===== src/rtl/line_fill_responder.sv =====
// rtl/line_fill_responder.sv - memory-side line fill / dirty-line writeback responder
// Writeback always drains ahead of a simultaneously accepted fill so the fill never overtakes it.
module line_fill_responder #(
    parameter int LineWords = 16
) (
    input  logic                         Clock,
    input  logic                         Reset,
    input  logic                         FillRequest,
    input  logic [31:0]                  FillAddress,
    input  logic                         WritebackRequest,
    input  logic [31:0]                  WritebackAddress,
    input  logic [31:0]                  WbData,
    output logic                         RequestAccept,
    output logic                         Busy,
    output logic [$clog2(LineWords)-1:0] WbBeat,
    output logic                         WbDone,
    output logic                         FillValid,
    output logic [$clog2(LineWords)-1:0] FillBeat,
    output logic [31:0]                  FillData,
    output logic                         FillDone,
    output logic                         MemRead,
    output logic                         MemWrite,
    output logic [31:0]                  MemAddress,
    output logic [31:0]                  MemWriteData,
    input  logic [31:0]                  MemReadData,
    input  logic                         MemReady
);

    localparam int BeatBits   = $clog2(LineWords);
    localparam int OffsetBits = BeatBits + 2;
    localparam int LineBits   = 32 - OffsetBits;
    localparam logic [BeatBits-1:0] LastBeat = BeatBits'(LineWords - 1);

    typedef enum logic [1:0] {IDLE, WB, FILL} state_t;

    state_t                state, state_next;
    logic [BeatBits-1:0]   beat, beat_next;
    logic [LineBits-1:0]   fill_line, wb_line;
    logic                  pending_fill;
    logic                  accept_now;
    logic                  last_beat;
    logic                  unused_offset_bits;

    assign unused_offset_bits = ^{FillAddress[OffsetBits-1:0], WritebackAddress[OffsetBits-1:0]};

    assign accept_now = (state == IDLE) && (FillRequest || WritebackRequest);
    assign last_beat  = MemReady && (beat == LastBeat);

    always_comb begin
        state_next = state;
        beat_next  = beat;
        case (state)
            IDLE: begin
                beat_next = '0;
                if (accept_now)
                    state_next = WritebackRequest ? WB : FILL;
            end
            WB: begin
                if (MemReady) begin
                    beat_next = last_beat ? '0 : beat + BeatBits'(1);
                    if (last_beat)
                        state_next = pending_fill ? FILL : IDLE;
                end
            end
            FILL: begin
                if (MemReady) begin
                    beat_next = last_beat ? '0 : beat + BeatBits'(1);
                    if (last_beat)
                        state_next = IDLE;
                end
            end
            default: begin
                state_next = IDLE;
                beat_next  = '0;
            end
        endcase
    end

    always_ff @(posedge Clock) begin
        if (Reset) begin
            state         <= IDLE;
            beat          <= '0;
            fill_line     <= '0;
            wb_line       <= '0;
            pending_fill  <= 1'b0;
            RequestAccept <= 1'b0;
            WbDone        <= 1'b0;
            FillValid     <= 1'b0;
            FillDone      <= 1'b0;
            FillBeat      <= '0;
            FillData      <= '0;
        end else begin
            state         <= state_next;
            beat          <= beat_next;
            RequestAccept <= accept_now;
            WbDone        <= (state == WB) && last_beat;
            FillValid     <= (state == FILL) && MemReady;
            FillDone      <= (state == FILL) && last_beat;
            if (accept_now) begin
                fill_line    <= FillAddress[31:OffsetBits];
                wb_line      <= WritebackAddress[31:OffsetBits];
                pending_fill <= FillRequest;
            end
            if ((state == FILL) && MemReady) begin
                FillData <= MemReadData;
                FillBeat <= beat;
            end
        end
    end

    // Addresses are built from the latched line plus beat, so they can never carry into the next line.
    always_comb begin
        MemAddress = '0;
        case (state)
            WB:      MemAddress = {wb_line, beat, 2'b00};
            FILL:    MemAddress = {fill_line, beat, 2'b00};
            default: MemAddress = '0;
        endcase
    end

    assign Busy         = (state != IDLE);
    assign MemWrite     = (state == WB);
    assign MemRead      = (state == FILL);
    assign WbBeat       = (state == WB) ? beat : '0;
    assign MemWriteData = WbData;

endmodule


===== config.mk =====
export PLATFORM = sky130hd
export DESIGN_NAME = line_fill_responder
export DESIGN_NICKNAME = d
export VERILOG_FILES = /design/src/rtl/line_fill_responder.sv
export SDC_FILE = /design/constraint.sdc
export NUM_CORES = 1
export LEC_CHECK = 0
export CORE_ASPECT_RATIO = 1.2
export CORE_MARGIN = 1.5
export CORE_UTILIZATION = 40
export CTS_CLUSTER_DIAMETER = 150
export DETAILED_ROUTE_END_ITERATION = 8
export GPL_TIMING_DRIVEN = 0
export PLACE_DENSITY = 0.83
export SETUP_SLACK_MARGIN = 0.02
export SKIP_CTS_REPAIR_TIMING = 1
export SYNTH_ARGS = -nofsm -noshare
export SYNTH_HDL_FRONTEND = slang
export SYNTH_SLANG_ARGS = --single-unit

===== constraint.sdc =====
create_clock -name Clock -period 3.6 [get_ports Clock]
set_clock_uncertainty 0.05 [all_clocks]
set_input_delay 0.72 -clock Clock [delete_from_list [all_inputs] [get_ports Clock]]
set_output_delay 0.72 -clock Clock [all_outputs]
set_load 0.005 [all_outputs]

==> metrics.cfg <==
[clock_tree]
htreeDepth=3
clockBufferDepth=2
clkTransAtPathRegs_ns=0.06
cts_made_buffers=9
cts_tree=yes
cts_root_buf=clkbuf_16
clk_latency_ns=0.34
cts.sinks=99

[worst_setup_path]
critPathCaptureType=primary output
crit_path_cell_trace=inv_1 -> ha_1 -> clkbuf_1 -> a22oi_1 -> nor2b_1 -> clkdlybuf4s50_1
cp_data_arrival_time_ns=2.48
critPathBufInv=3
cp-start-kind=register
path_max_fanout=10
path_delay_family=buffers and inverters
reg2reg_to=WbDone$_SDFF_PP0_
crit_path_max_incr_delay_ns=0.52
r2r_setup_slack_ns=1.83
critical_path_class=register to primary output
r2r_cells=5
worstPathRequired_ns=2.83
cp_slowest_cell=clkdlybuf4s50_1
reg2reg_from=state[1]$_SDFFE_PP0P_

[worst_hold_path]
min_path_type=register to register
whs_path_depth=2
hp-start=FillBeat[0]$_SDFFE_PP0P_
min_to=FillBeat[0]$_SDFFE_PP0P_

[routing]
ant_nets=0
wirelength_mm=13.67
vias=4355
dr.first_iter.drc_count=169
wl_per_cell_um=15.39
viasPerCell=4.904
drc=0
firstDrtPassIters=5

[final_layout]
stdcell_count=888
drive_gt1_frac=0.1331
fillCellCount=900
syn2layout_area_growth_pct=55.57
n_antenna_cell=0
finish.instance_area_um2=6890
final_core_util=0.6458
nets=891

[global_route]
antenna_found_initial=0
use_met3=0.04613
grt.overflow.total=0
grt_usage=0.2275
grtUsageMet1=0.2482
grt_util_met2=0.4211
grt_max_degree=16
top_usage_layer=met2
first_global_vias=4389
grt_pass1_wl_mm=21.00

[floorplanning]
die_h_um=118.3
row_count=41
die-area_um2=11720
core-area_um2=10670
initial_core_util=0.4151
num_io_pins=244
chipWidth_um=99.06

[logic_synthesis]
synth.avg_cell_area_um2=8.097
synthCells=547
yosysWarnings=0
syn-cell-area_um2=4429
ys_seq_elements=99
synth_cell_types=34
synth_seq_area_share=0.4475

[placed_design]
dp_slack_ns=0.7389
detailed_place_hpwl_mm=10.55
portBuffers=195
postPlaceCellArea_um2=6546
dp.cells=872
gp_congestion=0.8203

[sta]
fin_tns_setup_ns=0
min_period_ns=3.246
slew_headroom=0.6039
setup_slack_ns=0.3541
worst_pin_slew_ns=0.5941
fin_crit_sh=0.9016
clock.fmax_mhz=308.1
rsz0062_at_grt=no
hold_ws_ns=0.4030
drv_slew=0
hold_violations=0
setup_viol=0

[power]
powerDensity_nw_per_um2=612.0
total_power_mw=4.217
vdd_drop_max_mv=0.3776
leakagePower_nw=2.548

[run_status]
status=finished clean

[flow_run]
max_cap_violations=0

[layout by cell type (no fill, tap or decap), drive strengths merged, types with 2 or more instances in the layout]
cell and n:
o21ai 2, a22oi 27, clkbuf 25, bufinv 3
a21oi 91, clkdlybuf4s50 195, inv 4, nand2b 2
ha 4, nor2b 27, nor2 5, conb 2
nor3 2, nand3 4, buf 63, and3 4
dfxtp 99, and2 5, nand2 182
[kinds of logic after synthesis]
kind of cell             count (synthesis)  synth area share
AO/OA/AOI/OAI                          123            0.1780
XOR/XNOR                                 1          0.001978
adder cells (fa/ha/maj)                  4           0.01130
buffers and inverters                   80            0.1266
flip-flops                              99            0.4475
multiplexers                             1          0.002260
other                                    1         0.0008466
AND/OR/NAND/NOR                        238            0.2316
[worst max-delay path by stage]
stage | start | to | slack [ns] | cells past startpoint
after floorplan | state[1]$_SDFFE_PP0P_ | MemAddress[2] | 1.66 | 5
after global placement | state[1]$_SDFFE_PP0P_ | MemAddress[30] | 0.79 | 6
after detailed placement | state[1]$_SDFFE_PP0P_ | MemAddress[25] | 0.74 | 6
after CTS | state[1]$_SDFFE_PP0P_ | MemAddress[25] | 0.35 | 6
after global routing | state[1]$_SDFFE_PP0P_ | MemAddress[25] | 0.21 | 6
final | state[1]$_SDFFE_PP0P_ | MemAddress[25] | 0.35 | 6
[worst register-to-register path: stages, from the launching register on]
cell and delay [ns]:
dfxtp_1 0.33, inv_1 0.10, ha_1 0.36, clkbuf_1 0.50, nand2_1 0.13, nor3_1 0.21
[cell usage after synthesis]
master	n	share of area
clkbuf_1	13	0.011
nor3_1	2	0.0023
nor2_1	5	0.0042
and3_1	4	0.0056
or3_1	1	0.0014
a22oi_1	27	0.046
mux2i_1	1	0.0023
buf_8	5	0.017
nor4b_2	1	0.0034
o21a_1	1	0.0017
buf_4	40	0.068
nor2b_1	27	0.038
inv_1	4	0.0034
a211o_1	1	0.0020
buf_6	5	0.013
ha_1	4	0.011
nand4b_1	1	0.0020
conb_1	1	0.00085
o21ai_4	1	0.0037
buf_2	13	0.015
nand2_1	182	0.15
a21oi_1	69	0.078
a21oi_2	22	0.044
nor4_1	1	0.0014
o21ai_0	1	0.0011
nand4_1	1	0.0014
and2_1	5	0.0071
or2_1	1	0.0014
nand2b_1	2	0.0028
nand3_1	4	0.0045
xor2_1	1	0.0020
a222oi_1	1	0.0023
nand3b_1	1	0.0017
dfxtp_1	99	0.45
[layout make-up]
type | count | area [µm²] | share of cell area
Sequential cell | 99 | 1982 | 0.2876
Buffer | 76 | 545.5 | 0.07917
Timing Repair Buffer | 195 | 1952 | 0.2833
Multi-Input combinational cell | 369 | 1891 | 0.2744
Clock buffer | 12 | 246.5 | 0.03577
Clock inverter | 4 | 97.59 | 0.01416
Tap cell | 129 | 161.4 | 0.02342
Inverter | 4 | 15.01 | 0.002179
[sequential cells by signal (all words and copies together), names as in the netlist]
signal	count
WbDone	1
RequestAccept	1
FillData	32
pending_fill	1
FillBeat	4
wb_line	26
fill_line	26
FillDone	1
state	2
FillValid	1
beat	4
[report_power, final]
group	internal [mW]	total, mW	leakage, nW	switching (mW)
Combinational	0.799	1.72	1.58	0.923
Sequential	1.30	1.40	0.810	0.107
Clock	0.698	1.09	0.163	0.393
[metal layers]
layer / vias up / routed length [µm]
met5: - / 0
met4: 0 / 274
met3: 18 / 888
met2: 178 / 7114
met1: 1987 / 5387
li1: 2172 / -
(Power assumes the default switching activity.)
==> RTL change (same flow settings) <==
`LineWords`: 16 -> 8.
--- a/src/rtl/line_fill_responder.sv
+++ b/src/rtl/line_fill_responder.sv
@@ -1,7 +1,7 @@
 // rtl/line_fill_responder.sv - memory-side line fill / dirty-line writeback responder
 // Writeback always drains ahead of a simultaneously accepted fill so the fill never overtakes it.
 module line_fill_responder #(
-    parameter int LineWords = 16
+    parameter int LineWords = 8
 ) (
     input  logic                         Clock,
     input  logic                         Reset,
Interface: changed (resized FillBeat and WbBeat); port bits go from 244 to 242. The function was not compared with the original's and may differ.
==> RTL change against the original RTL <==
Routed wire length increased by 0.28%; final area decreased by 0.49%; first-iteration DRC count decreased by 14%; critical path type unchanged; utilization decreased by 0.32 points; total power decreased by 2.4%; area after synthesis unchanged; setup slack got worse by 0.12 ns; sequential cell count unchanged; largest power group unchanged.
==> RTL change: results (changes against the original RTL) <==
Power
  – VDD IR max: 307 uV (-19%)
  – Sw frac: 34.7% (+1.0 points)
  – Leakage: 2.55 nW (+0.10%)

GRT
  – Vias in the first global route: 4488 (+2.3%)
  – First-pass GRT wire length: 21500 um (+2.6%)
  – Total routing usage reported by global routing: 23.3% (+0.57 points)
  – Largest net degree at the start of global routing: 18 (+2)

Final layout
  – Layout cell share with drive strength beyond 1: 14.1% (+0.75 points)
  – Layout net count: 887 (-0.45%)
  – Top flop regs: FillData: 32 flops, fill_line: 27 flops, wb_line: 27 flops
  – Area Overhead vs Synth: 54.8%
  – Filler cell count: 890 (-1.1%)

Worst setup path
  – Critical Path Fanout Max: 10 (unchanged)

Clock network
  – CTS clk-pin slew, worst paths: about 0.07 ns

Drt
  – 1st-pass router iterations: 7 (+2)
  – DR WL/cell: 15.5 um (+0.85%)

Place
  – GP Congestion: 0.850 (+3.6%)
  – DP HPWL: 10500 um (about the same)

Logic synthesis
  – Yosys cell types: 29 (-15%)
  – Post-synth top cells: nand2_1, dfxtp_1, a21oi_1
  – Top post-synthesis cells by area: dfxtp_1, nand2_1, a21oi_1
  – Compound-Gate Fraction of Synth Area: 18.7% (+0.88 points)
  – Adder-cell area share of the yosys netlist: 1.41% (+0.28 points)

Timing
  – Least-Margin Pin Slew: 0.588 ns (-0.00619 ns)

Outcome
  – Outcome: complete, no violations
## RTL change: changes by cell type in the layout (fill, tap and decap cells not counted), sizes merged, moves of 3 or more
cell	delta
clkbuf	-6
and3	-4
nand3	-4
inv	+3
buf	+3
## RTL change: power groups by stage
stage                     Sequential [mW]  Clock [mW]  Combinational [mW]
after global routing                 1.43        1.05                1.88
after detailed placement             1.43           0                1.72
final                                1.41       0.993                1.71
after floorplan                      1.41           0                1.07
after global placement               1.42           0                1.68
after CTS                            1.41        1.00                1.73
## RTL change: cells by family (layout without fill, tap and decap cells)
| family | count (synthesis) | in the layout |
|---|---|---|
| simple gates | 228 | 228 |
| buf+inv | 80 | 291 |
| other cells | 1 | 2 |
| fa+ha+maj | 5 | 5 |
| flops | 99 | 99 |
| compound gates | 129 | 129 |
## RTL change: metrics by stage
step | worst slack [ns] | cells | hold slack (ns)
5_1_grt | 0.0581 | 883 | 0.420
6_report | 0.237 | 883 | 0.406
3_5_place_dp | 0.653 | 867 | 0.397
4_1_cts | 0.246 | 883 | 0.406
2_1_floorplan | 1.58 | 543 | 0.386
3_3_place_gp | 0.692 | 867 | 0.391
## RTL change: layout make-up
class,instances,area share [%]
buffer,75,8.21
clock buffer,10,3.49
clock inverter,6,1.04
inverter,5,0.274
multi-input combinational,364,27.3
sequential,99,28.9
tap,129,2.35
timing repair buffer,195,28.5
## RTL change: worst min-delay path, stage by stage (launching register included)
cell and delay [ns]:
dfxtp_1 0.31, nand2_1 0.05, a21oi_1 0.05
## RTL change: path summary, 6_finish.rpt
check | startpoint | to | slack, ns | depth (start not counted)
setup / recovery | state[0] | MemAddress[21] | 0.24 | 6
hold / removal | fill_line[7] | fill_line[7] | 0.41 | 2
setup reg to reg | beat[0] | state[1] | 1.99 | 5
hold reg to reg | fill_line[7] | fill_line[7] | 0.41 | 2
## RTL change: per-layer routing
layer	wire [um]	global-route usage, %
met3	1210	6.62
met1	5180	24.9
met2	6960	42.4
met5	0	0
met4	347	9.95
